$ cat src/rtl/alu_issue.sv
// Issue stage for the 4-bit-op ALU: decodes RV32I OP/OP-IMM, reads the register file,
// drives the ALU for one cycle and writes the captured result back to the register file.
module alu_issue (
    input  logic        clk,
    input  logic        rst_n,
    input  logic        inst_valid,
    output logic        inst_ready,
    input  logic [31:0] inst,
    output logic [31:0] alu_lhs,
    output logic [31:0] alu_rhs,
    output logic [3:0]  alu_op,
    input  logic [31:0] alu_res,
    input  logic [3:0]  alu_flags,
    output logic        wb_valid,
    output logic [4:0]  wb_rd,
    output logic [31:0] wb_data,
    output logic [3:0]  wb_flags,
    output logic        illegal,
    input  logic [4:0]  dbg_addr,
    output logic [31:0] dbg_data
);

    typedef enum logic [1:0] {IDLE, ISSUE, WB, ERR} state_t;

    localparam logic [6:0] OPC_OP     = 7'b0110011;
    localparam logic [6:0] OPC_OP_IMM = 7'b0010011;
    localparam logic [6:0] F7_BASE    = 7'b0000000;
    localparam logic [6:0] F7_ALT     = 7'b0100000;

    state_t      state_q, state_d;
    logic [31:0] rf_q [32];
    logic [31:0] alu_lhs_q, alu_rhs_q, wb_data_q;
    logic [3:0]  alu_op_q, wb_flags_q;
    logic [4:0]  rd_q, wb_rd_q;

    logic [6:0]  opcode, funct7;
    logic [2:0]  funct3;
    logic [4:0]  rs1, rs2, rd;
    logic [31:0] rs1_val, rs2_val, dec_rhs;
    logic [3:0]  dec_op;
    logic        dec_legal, accept;

    assign opcode = inst[6:0];
    assign rd     = inst[11:7];
    assign funct3 = inst[14:12];
    assign rs1    = inst[19:15];
    assign rs2    = inst[24:20];
    assign funct7 = inst[31:25];

    assign rs1_val  = (rs1 == 5'd0) ? 32'd0 : rf_q[rs1];
    assign rs2_val  = (rs2 == 5'd0) ? 32'd0 : rf_q[rs2];
    assign dbg_data = (dbg_addr == 5'd0) ? 32'd0 : rf_q[dbg_addr];

    // funct3 doubles as the low three op bits; the alternate funct7 sets op[3].
    always_comb begin
        dec_legal = 1'b0;
        dec_op    = 4'b0000;
        dec_rhs   = rs2_val;
        unique case (opcode)
            OPC_OP: begin
                if (funct7 == F7_BASE) begin
                    dec_legal = 1'b1;
                    dec_op    = {1'b0, funct3};
                end else if (funct7 == F7_ALT && (funct3 == 3'b000 || funct3 == 3'b101)) begin
                    dec_legal = 1'b1;
                    dec_op    = {1'b1, 2'b00, funct3[2]};
                end
            end
            OPC_OP_IMM: begin
                unique case (funct3)
                    3'b001: begin
                        dec_legal = (funct7 == F7_BASE);
                        dec_op    = 4'b0001;
                        dec_rhs   = {27'd0, inst[24:20]};
                    end
                    3'b101: begin
                        dec_legal = (funct7 == F7_BASE) || (funct7 == F7_ALT);
                        dec_op    = (funct7 == F7_ALT) ? 4'b1001 : 4'b0101;
                        dec_rhs   = {27'd0, inst[24:20]};
                    end
                    default: begin
                        dec_legal = 1'b1;
                        dec_op    = {1'b0, funct3};
                        dec_rhs   = {{20{inst[31]}}, inst[31:20]};
                    end
                endcase
            end
            default: dec_legal = 1'b0;
        endcase
    end

    assign inst_ready = rst_n && (state_q == IDLE);
    assign accept     = inst_valid && inst_ready;

    always_comb begin
        state_d = state_q;
        unique case (state_q)
            IDLE:    if (accept) state_d = dec_legal ? ISSUE : ERR;
            ISSUE:   state_d = WB;
            WB:      state_d = IDLE;
            ERR:     state_d = IDLE;
            default: state_d = IDLE;
        endcase
    end

    always_ff @(posedge clk) begin
        if (!rst_n) begin
            state_q    <= IDLE;
            alu_lhs_q  <= '0;
            alu_rhs_q  <= '0;
            alu_op_q   <= '0;
            rd_q       <= '0;
            wb_rd_q    <= '0;
            wb_data_q  <= '0;
            wb_flags_q <= '0;
            for (int i = 0; i < 32; i++) rf_q[i] <= '0;
        end else begin
            state_q <= state_d;
            if (accept && dec_legal) begin
                alu_lhs_q <= rs1_val;
                alu_rhs_q <= dec_rhs;
                alu_op_q  <= dec_op;
                rd_q      <= rd;
            end
            // ALU settles on the falling edge, so its result is stable here.
            if (state_q == ISSUE) begin
                wb_data_q  <= alu_res;
                wb_flags_q <= alu_flags;
                wb_rd_q    <= rd_q;
            end
            if (state_q == WB && wb_rd_q != 5'd0) rf_q[wb_rd_q] <= wb_data_q;
        end
    end

    assign alu_lhs  = alu_lhs_q;
    assign alu_rhs  = alu_rhs_q;
    assign alu_op   = alu_op_q;
    assign wb_rd    = wb_rd_q;
    assign wb_data  = wb_data_q;
    assign wb_flags = wb_flags_q;
    assign wb_valid = rst_n && (state_q == WB);
    assign illegal  = rst_n && (state_q == ERR);

endmodule

$ cat config.mk
export PLATFORM = sky130hd
export DESIGN_NAME = alu_issue
export DESIGN_NICKNAME = d
export VERILOG_FILES = /design/src/rtl/alu_issue.sv
export SDC_FILE = /design/constraint.sdc
export NUM_CORES = 2
export LEC_CHECK = 0
export CORE_MARGIN = 5
export CORE_UTILIZATION = 55
export CTS_CLUSTER_DIAMETER = 200
export DETAILED_ROUTE_END_ITERATION = 7
export HOLD_SLACK_MARGIN = 0.1
export PLACE_DENSITY = 0.73
export SLEW_MARGIN = 10
export SYNTH_ARGS = -nofsm -noshare
export SYNTH_HDL_FRONTEND = slang
export SYNTH_SLANG_ARGS = --single-unit
export TNS_END_PERCENT = 50
$ cat constraint.sdc
create_clock -name clk -period 5 [get_ports clk]
set_input_delay 1.5 -clock clk [delete_from_list [all_inputs] [get_ports clk]]
set_output_delay 1.5 -clock clk [all_outputs]
set_load 0.01 [all_outputs]
==> flow_summary.toml <==
[sta]
setup_viol = 32
worst_slew_pin_slew_ps = 1272
post-route-period-util = 1.048
final_hold_viol_count = 0
finalWorstSetupSlack_ps = -238.2
maxSlewViolCount = 0
rsz0062_at_grt = "true"
fin_crit_ps = 5238
clock_skew_ps = 25.60
slew_headroom = 0.1505
clock.fmax_mhz = 190.9

[detailed_routing]
finalWirelength_um = 258100
route.detailed.drc = 9
num_vias = 50250
ant_nets = 0
wl_per_cell_um = 38.39
vias_per_cell = 7.474
dr.pass1.iters = 8
drtIter0Drc = 9210

[status]
status = "complete, but fails checks"
violations = "design-rule violations, negative setup slack"

[worst_setup_path]
critPathMaxFanout = 8
path_class = "in2out"
startpoint_type = "input port"
cp_data_arrival_time_ps = 3740
cp-end-kind = "output pin"
cp.required_ps = 3500

[grt]
grt_antenna_before_repair = 10
grt_use_total = 0.3905
grt_max_degree = 77
grt_first_pass_wirelength_um = 362800
grt_pass1_vias = 49580
overflow = 0

[cts]
clkSlewWorstSetupHoldPaths_ps = 60
cts-root-buf = "clkbuf_16"
cts_inserted_buffers = 121
clockBufferDepth = 3
worstSkewPairLatency_ps = 750
htree_levels = 3
cts_tree = "done"
cts_sinks = 1140

[finish]
nFillCells = 8615
drive_gt1_frac = 0.2908
area_growth_pct = 17.39
layout.cells.non_filler = 6723
final_net_count = 5063

[power]
power.total_w = 0.02372
vdd_drop_max_mv = 0.3351
leakagePower_nw = 28.45
p_per_area_mw_per_mm2 = 300.3

[floorplan]
num_io_pins = 220
dieArea_mm2 = 0.1295
start_util = 0.5530
die_w_um = 359.8
die_height_um = 359.8
row_count = 128
core_area_mm2 = 0.1217

[yosys]
yosys.area.top_type_share = 0.4568
netlist.top_cell.by_area = "edfxtp_1"
async_flop_share = 0
yosysUniqueCellTypes = 60
syn_area_mm2 = 0.06731
syn_area_per_cell_um2 = 14.10
synth_common_cells = "1024 x edfxtp_1, 994 x and2_1, 700 x mux4_2"
synth.yosys.seq_area_share = 0.4913
synthFlopType = "edfxtp_1"
synth_seq_cells = 1140
synthTopCellsByArea = "edfxtp_1 46%, mux4_2 23%, and2_1 9.2%"
ys_warn_count = 0
synth_edf_count = 1024
synthMostInstantiatedCell = "edfxtp_1"
syn_inst = 4773

[place]
port_buffers = 219
dpl.cell_count = 6450
dp_slack_ps = -635.4
hpwl_um = 152800
routabilityCongestion = 0.9751

[hold_path]
hold_class = "reg2reg"

[job]
cap_violations = 0
## logic make-up after synthesis
logic type / count (synthesis) / synth area share
multiplexers: 1031 / 0.2838
flip-flops: 1140 / 0.4913
other: 1 / 0.00005571
XOR/XNOR: 1 / 0.0001301
AO/OA/AOI/OAI: 628 / 0.06971
buffers and inverters: 557 / 0.03303
AND/OR/NAND/NOR: 1415 / 0.1219
## registers in the layout, indices dropped and copies added, names as in the netlist
| signal | cells |
|---|---|
| alu_lhs | 32 |
| alu_rhs | 32 |
| state_q | 2 |
| wb_flags | 4 |
| rd_q | 5 |
| wb_data | 32 |
| rf_q | 1024 |
| wb_rd | 5 |
| alu_op | 4 |
## cell type report
cell class / count / area, um2 / share of cell area
Multi-Input combinational cell: 3107 / 33040 / 0.4182
Sequential cell: 1140 / 33070 / 0.4186
Tap cell: 1625 / 2033 / 0.02573
Antenna cell: 9 / 22.52 / 0.0002850
Inverter: 10 / 41.29 / 0.0005226
Timing Repair Buffer: 607 / 6775 / 0.08575
Clock buffer: 153 / 3241 / 0.04101
Clock inverter: 72 / 785.8 / 0.009944
## stage by stage
step	setup TNS, ps	cell area [um2]	util	hold slack (ps)
after global routing	-4268	78990	0.6490	471.7
after floorplan	-272030	67420	-	428.4
final	-3869	79010	0.6492	443.4
after global placement	-14210	74110	0.6089	440.4
after CTS	-3990	78880	0.6480	447.7
after detailed placement	-14330	74110	0.6089	447.2
## power breakdown
group	switching (W)	internal [W]
Clock	0.00396	0.00535
Sequential	0.000270	0.0107
Combinational	0.00196	0.00151
## layer usage
metal	part of all wire	wire, um	GRT usage	vias up
met2	0.42	109500	0.5570	5073
met3	0.16	41930	0.1447	1159
li1	-	-	-	19240
met4	0.086	22180	0.2649	0
met5	0	0	0	-
met1	0.33	84440	0.5011	24780
## timing repair
action / in CTS / in global routing
pin swaps: 3 / 3
hold buffers: 0 / 0
buffers inserted: 32 / 6
setup endpoints to repair: 32 / 32
gates resized for setup: 188 / 56
cloned: 7 / 2
## layout by cell type (no fill, tap or decap), types with 17 or more instances in the layout
master and n:
mux2i_1 296, edfxtp_1 1024, mux4_2 700, a22o_1 31
nor2_4 40, buf_12 112, or3b_2 20, o31ai_1 30
a221oi_1 126, nand2_1 178, clkinv_2 21, o2111ai_1 31
buf_6 28, dfxtp_1 116, o21bai_1 29, a22oi_1 88
a21oi_1 113, mux2_2 18, clkbuf_16 125, o21a_1 32
and2_1 992, conb_1 32, nand2b_1 23, buf_8 17
clkdlybuf4s50_1 173, nand3_1 38, o211a_1 29, o21ai_4 32
buf_4 235, buf_2 24, nor2_1 52, a2111oi_0 31
clkbuf_1 25
## final timing paths
check         startpoint      endpoint  slack, ps  depth (start not counted)
min reg2reg      rd_q[0]      wb_rd[0]        440                          2
min              rd_q[0]      wb_rd[0]        440                          2
max          dbg_addr[0]  dbg_data[14]       -240                         10
max reg2reg     wb_rd[3]  rf_q[28][11]       1910                          5
## worst max-delay path, stage by stage
cell and delay, ps:
buf_16 150, buf_16 180, buf_8 130, buf_6 120, mux4_2 490, mux4_2 560, mux2i_1 200, buf_4 210
nor2_2 40, buf_2 130
Power figures use the tool's default switching activity.
